<file path="config.mk">
export PLATFORM = sky130hd
export DESIGN_NAME = fetch_unit
export DESIGN_NICKNAME = d
export VERILOG_FILES = /design/src/rtl/fetch_unit.sv
export SDC_FILE = /design/constraint.sdc
export NUM_CORES = 1
export LEC_CHECK = 0
export BUFFER_PORTS_ARGS = -buffer_cell sky130_fd_sc_hd__buf_4
export CAP_MARGIN = 15
export CORE_ASPECT_RATIO = 0.5
export CORE_MARGIN = 3
export CORE_UTILIZATION = 45
export DETAILED_ROUTE_END_ITERATION = 7
export PLACE_DENSITY = 0.89
export SYNTH_ARGS = -nofsm -noshare
export SYNTH_HDL_FRONTEND = slang
export SYNTH_SLANG_ARGS = --single-unit
</file>
<file path="constraint.sdc">
create_clock -name clk -period 3.4 [get_ports clk]
set_input_delay 0.34 -clock clk [delete_from_list [all_inputs] [get_ports clk]]
set_output_delay 0.34 -clock clk [all_outputs]
set_load 0.03 [all_outputs]
</file>
<file path="src/rtl/fetch_unit.sv">
// Instruction-fetch stage: owns the word-indexed PC, drives instruction memory and
// fills the IF/ID register, with stall, branch redirect/flush and halt-on-zero-word.
module fetch_unit #(
    parameter logic [31:0] PC_RESET   = 32'd0,
    parameter int unsigned IMEM_DEPTH = 256,
    parameter logic [31:0] NOP_INSTR  = 32'h0000_0013
) (
    input  logic        clk,
    input  logic        rst,
    input  logic        stall,
    input  logic        branch_taken,
    input  logic [31:0] branch_target,
    output logic [31:0] imem_addr,
    output logic        imem_re,
    input  logic [31:0] imem_data,
    output logic [31:0] if_id_instr,
    output logic [31:0] if_id_pc,
    output logic        if_id_valid,
    output logic        halted
);

    localparam logic [31:0] ADDR_MASK = 32'(IMEM_DEPTH - 1);

    generate
        if (IMEM_DEPTH < 2 || (IMEM_DEPTH & (IMEM_DEPTH - 1)) != 0) begin : g_bad_depth
            $error("fetch_unit: IMEM_DEPTH must be a power of two >= 2");
        end
    endgenerate

    typedef enum logic {
        S_RUN  = 1'b0,
        S_HALT = 1'b1
    } state_t;

    // Addresses are kept full width but always masked, so the upper bits stay zero.
    function automatic logic [31:0] wrap_addr(input logic [31:0] a);
        return a & ADDR_MASK;
    endfunction

    function automatic logic [31:0] next_pc(input logic [31:0] a);
        return wrap_addr(a + 32'd1);
    endfunction

    state_t      state_q, state_d;
    logic [31:0] pc_q, pc_d;
    logic [31:0] instr_q, instr_d;
    logic [31:0] ipc_q, ipc_d;
    logic        valid_q, valid_d;

    always_comb begin
        state_d = state_q;
        pc_d    = pc_q;
        instr_d = instr_q;
        ipc_d   = ipc_q;
        valid_d = valid_q;

        if (branch_taken) begin
            // Redirect flushes the wrong-path word and also revives a speculative halt.
            state_d = S_RUN;
            pc_d    = wrap_addr(branch_target);
            instr_d = NOP_INSTR;
            ipc_d   = 32'd0;
            valid_d = 1'b0;
        end else if (state_q == S_RUN && !stall) begin
            if (imem_data == 32'd0) begin
                state_d = S_HALT;
                instr_d = NOP_INSTR;
                valid_d = 1'b0;
            end else begin
                pc_d    = next_pc(pc_q);
                instr_d = imem_data;
                ipc_d   = pc_q;
                valid_d = 1'b1;
            end
        end
    end

    always_ff @(posedge clk) begin
        if (rst) begin
            state_q <= S_RUN;
            pc_q    <= wrap_addr(PC_RESET);
            instr_q <= NOP_INSTR;
            ipc_q   <= 32'd0;
            valid_q <= 1'b0;
        end else begin
            state_q <= state_d;
            pc_q    <= pc_d;
            instr_q <= instr_d;
            ipc_q   <= ipc_d;
            valid_q <= valid_d;
        end
    end

    assign imem_addr   = pc_q;
    assign imem_re     = (state_q == S_RUN);
    assign halted      = (state_q == S_HALT);
    assign if_id_instr = instr_q;
    assign if_id_pc    = ipc_q;
    assign if_id_valid = valid_q;

endmodule
</file>
**After elaboration in Yosys (flattened, before gate mapping)**

Index checks and enable logic that the tools add are counted.

- Register bits after elaboration: 50
- Bits of input ports: 68
- Output and inout bits: 99

- Add/sub/neg operators: 1
- Eq/ne operators: 1
- Multiplexer cells: 5
- Bitwise logic cells: 2
- Reduce and logical (&&, ||, !) cells: 8

Operator list:

| kind | count |
|---|---|
| logical NOT 32 bit | 1 |
| two-way mux 32 bit | 1 |
| two-way mux 8 bit | 3 |
| adder 8 x 1 -> 8 bit, second input constant | 1 |
| AND reduction 2 bit | 3 |
| != test 2 bit, second input constant | 1 |
| inverter 1 bit | 2 |
| nonzero test 2 bit | 1 |
| OR reduction 2 bit | 1 |
| logical AND 1 bit | 1 |
| logical NOT 1 bit | 1 |
| two-way mux 1 bit | 1 |

**Logic depth before layout (Yosys ltp)**

- Depth after elaboration: 4
- Depth in mapped cells: 6

**Least setup slack after synthesis**

Ideal clock, no wire load.

- Kind: input to register
- Start point: input port imem_data[0]
- End point: register pc_q[2] (netlist: imem_addr[2])
- Arrival: 1496 ps
- Setup slack: 1772 ps
- Stages: 5
- Buffers on the path: 0
- Cells stage by stage: nor4_2 > nand4_4 > or2_1 > a311oi_1 > a2111oi_2

- Word-level cells in the longest chain between the ends: 3

RTL lines:

| item | line | RTL |
|---|---|---|
| start, declared | 15 | `input logic [31:0] imem_data,` |
| logical NOT 32 bit | 65 | `if (imem_data == 32'd0) begin` |
| != test 2 bit (no line) | -- |  |
| AND reduction 2 bit (no line) | -- |  |
| end signal, assigned | 81 | `pc_q <= wrap_addr(PC_RESET);` |
| end signal, assigned | 87 | `pc_q <= pc_d;` |
| end, declared | 45 | `logic [31:0] pc_q, pc_d;` |

Every way passes these cells.
A chain may end at the register's enable or synchronous reset.

**Worst setup path after layout**

- Start point: input port imem_data[19]
- End point: register pc_q[3] (netlist: imem_addr[3])

Same word-level chain as after synthesis.

==> results.md <==
Synth:
- The synthesized netlist contains 37 unique library cells.
- The number of synthesized flops with an enable pin is 0.
- By count the netlist is led by sky130_fd_sc_hd__nand2_1 (59), sky130_fd_sc_hd__dfxtp_1 (50), sky130_fd_sc_hd__buf_4 (48).
- The count of warnings emitted by yosys is 0.
- The post-synthesis sequential area ratio is 40.3%.
- The synthesized design spends more area on one cell type than any other, namely sky130_fd_sc_hd__dfxtp_1.
- The mean cell area of the mapped netlist is 8.53 um^2.
- In the synthesized netlist, the number of instances is 291.
- The most common cell in the synthesized netlist is sky130_fd_sc_hd__nand2_1.
- Synthesis inferred 50 register bits.
- The synthesized netlist occupies a cell area of 2480 um^2.
- In the synthesized netlist the async set-or-reset flop fraction comes to 0%.
- Sorting the synthesized cells by area gives the leading types as sky130_fd_sc_hd__dfxtp_1 (40%), sky130_fd_sc_hd__buf_4 (15%), sky130_fd_sc_hd__nand2_1 (8.9%).
- Among all flip-flop cells after synthesis, the most frequent one is sky130_fd_sc_hd__dfxtp_1.
- Of the post-synthesis cell area, the dominant cell type holds 40.3%.

Cells and area:
- The number of antenna repair diodes is 0.
- Cells fill 61.1% of the core in the end.
- The signed area change from the synthesized netlist to the final layout is 25.8%.
- The area used by sequential logic in the layout is 1000 um^2.
- In the final design database the tool counted 446 nets.
- The layout filler cell count is about 460.
- The final non-filler cell total is 448.
- The multi-input combinational cells in the finished layout cover a total of 1170 um^2.
- Of the cells placed in the final design, the portion with a size suffix greater than 1 is 31.2%.

Pwr:
- The worst voltage drop across the vdd grid is 0.230 mV.
- For this design the ratio of total power to cell area is ~430 nW/um^2.
- In this run the static leakage power is around 1.4 nW.

Clock tree:
- The clock transition time at the flip-flop clock pins of the worst setup and hold paths is 0.10 ns.
- After clock tree synthesis, the setup repair step added 0 buffers.
- The number of buffers on the longest clock path is 2.
- The clock buffer count from CTS is 5.
- The number of hold buffers added after CTS was 0.
- The H-tree depth reported by CTS is 2.
- After clock tree synthesis, the repair step resized 0 gates.
- Counting every sink on the clock net gives 50.
- The root buffer cell chosen for the clock tree is sky130_fd_sc_hd__clkbuf_8.
- TritonCTS built the clock tree.
- At the later pin of the worst-skew pair, clock insertion delay measures 0.30 ns.

Setup path:
- Walking the worst path, the cells encountered are buf_4 -> nor4_2 -> nand4_2 -> o21ai_4 -> nor3_1 -> o31a_1.
- The setup slack on the worst flop-to-flop path is around 1.9 ns.
- The beginning of the worst register-to-register path is halted.
- Measured in cells, the most critical reg-to-reg path has a length of 5.
- STA classifies the critical path startpoint as a primary input.
- The highest net fanout along the worst path is 14.
- For the worst setup path, the data required time is 3.61 ns.
- The cell with the largest stage delay on the worst path is sky130_fd_sc_hd__o21ai_4.
- For the worst setup path, the data arrival time is between 2 and 2.5 ns.
- The critical path start-end classification is primary input to flip-flop.
- The worst reg2reg path endpoint is imem_addr[6].
- The capturing element type of the critical path is a flip-flop.
- For this run, the slowest stage of the critical path takes around 0.55 ns.

STA:
- Once routing completed, OpenROAD measured the worst setup slack at 1.55 ns.
- Hold timing on the final database bottoms out at a slack of 0.286 ns.
- The final cycle utilization of the critical path is a little over half.
- Setup total negative slack on the finished layout was measured at 0 ns.
- Setup violations remaining at the end of the flow were counted as 0.
- Setup repair after global routing left no endpoint under its margin.
- The highest clock rate is 0.542 GHz.
- The number of endpoints with negative hold slack in the final report is 0.
- The count of final max-slew check failures was 0.
- At the pin with the least slew margin, the transition time is 0.754 ns.
- The time the worst path needs with I/O delays and setup is 1.85 ns.
- In this run the tightest slew margin relative to its limit is around half.
- The worst clock skew is approximately 0.0094 ns.

Drt:
- Summed over all layers, the routed wires come to 5650 um.
- The wire length per cell after detailed routing is 12.6 um.
- The post-detailed-route via-to-cell ratio is 4.72.
- The final route contains 2113 vias.
- The count of nets left with antenna violations once routing finished came out at 0.
- For this block, the initial DRC count from the detailed router was 175.
- The pre-antenna-repair detailed-routing pass consisted of 5 iterations.
- The remaining routing DRC violations is 0.

Hold path:
- For hold timing, the worst endpoint is if_id_instr[16].
- The worst hold path begins at imem_data[16].
- The type of the tightest min-delay check is primary input to flip-flop.
- The depth of the worst hold-timing path is 3.

Floorplan:
- The count of boundary I/O pins is between 150 and 200.
- The core region is 5110 um^2.
- The initialized floorplan defines 18 standard-cell rows.
- The width of the chip is 111 um.
- The die is 58.5 um tall.
- The effective utilization at floorplan is 48.6%.
- The die area is about 6500 um^2.

Global routing:
- The first global-routing pass estimated just under 9000 um of wire.
- The via count of the first global-routing pass is 1868.
- Entering global routing, the biggest net connects 39 pins.
- In the global route stage, overall resource usage came out at roughly 16%.
- The sum of overflow across all layers after global routing is 0.
- The number of antenna violations at the first check in global routing is 0.

Place:
- The minimum setup slack after placement is 1.25 ns.
- The global placement routability congestion is approximately 0.76.
- Buffers placed on the I/O ports in this run total 94.
- The wire-length estimate of the detail-placed layout is 4160 um.
- The post-placement cell count is 440.

Job:
- The total of max-cap violations is 0.

Outcome:
- The flow ran to the end, and the final reports show no timing, DRC or antenna violations.
## registers in the layout, indices dropped and copies added, names as in the netlist
signal	cells
halted	1
if_id_instr	32
if_id_pc	8
if_id_valid	1
imem_addr	8
## where the power goes
group          internal [mW]  leakage [nW]  switching [mW]
sequential             0.607         0.408          0.0173
clock                  0.225        0.0591           0.205
combinational         0.0893         0.979           0.188
total                  0.921          1.45           0.411
## how the worst max path moves through the flow
stage	startpoint	end	slack [ns]	cells after the start
floorplan	imem_data[0]	imem_addr[2]	1.77	5
global placement	imem_data[19]	imem_addr[3]	1.25	6
detailed placement	imem_data[19]	imem_addr[3]	1.25	6
CTS	imem_data[19]	imem_addr[3]	1.57	6
global route	imem_data[19]	imem_addr[3]	1.48	6
finish	imem_data[19]	imem_addr[3]	1.55	6
## stage by stage
step,area [um^2],total power [mW]
6_report,3120,1.33
5_1_grt,3120,1.40
4_1_cts,3120,1.34
3_5_place_dp,3010,0.914
3_3_place_gp,3010,0.911
2_1_floorplan,2660,0.864
## layout by cell type (no fill, tap or decap), types with 4 or more instances in the layout
| master | n |
|---|---|
| sky130_fd_sc_hd__a21oi_1 | 36 |
| sky130_fd_sc_hd__buf_4 | 95 |
| sky130_fd_sc_hd__clkbuf_8 | 5 |
| sky130_fd_sc_hd__conb_1 | 48 |
| sky130_fd_sc_hd__dfxtp_1 | 50 |
| sky130_fd_sc_hd__inv_1 | 8 |
| sky130_fd_sc_hd__mux2i_1 | 8 |
| sky130_fd_sc_hd__nand2_1 | 59 |
| sky130_fd_sc_hd__nor2_1 | 13 |
| sky130_fd_sc_hd__nor3_1 | 6 |
| sky130_fd_sc_hd__nor4_2 | 7 |
| sky130_fd_sc_hd__o21a_1 | 6 |
| sky130_fd_sc_hd__o21ai_0 | 4 |
| sky130_fd_sc_hd__xnor2_1 | 4 |
## logic make-up after synthesis
family                   Yosys count  synth area share, %
XOR/XNOR                           4                 1.41
AO/OA/AOI/OAI                     55                 13.5
other                              1                0.151
flip-flops                        50                 40.3
AND/OR/NAND/NOR                  101                 21.4
buffers and inverters             71                 19.5
multiplexers                       8                 3.23
adder cells (fa/ha/maj)            1                0.504
## cell type report
type                       instances  area share, %
clock inverter                     3           1.52
tap                               70           2.80
timing repair buffer              95           22.8
clock buffer                       5           2.20
inverter                           8          0.962
sequential                        50           32.1
multi-input combinational        217           37.6
## worst max-delay path: cells and delay by family
family / cells / cell delay, ns
buf+inv: 1 / 0.11
simple gates: 3 / 0.76
compound gates: 2 / 0.84
## layer usage
metal	GRT usage [%]	vias to the layer above	part of all wire [%]
met1	19.7	958	42
li1	-	1039	-
met5	0	-	0
met4	3.64	0	0.94
met2	29.7	112	49
met3	4.72	4	8.4
Power figures use the tool's default switching activity.
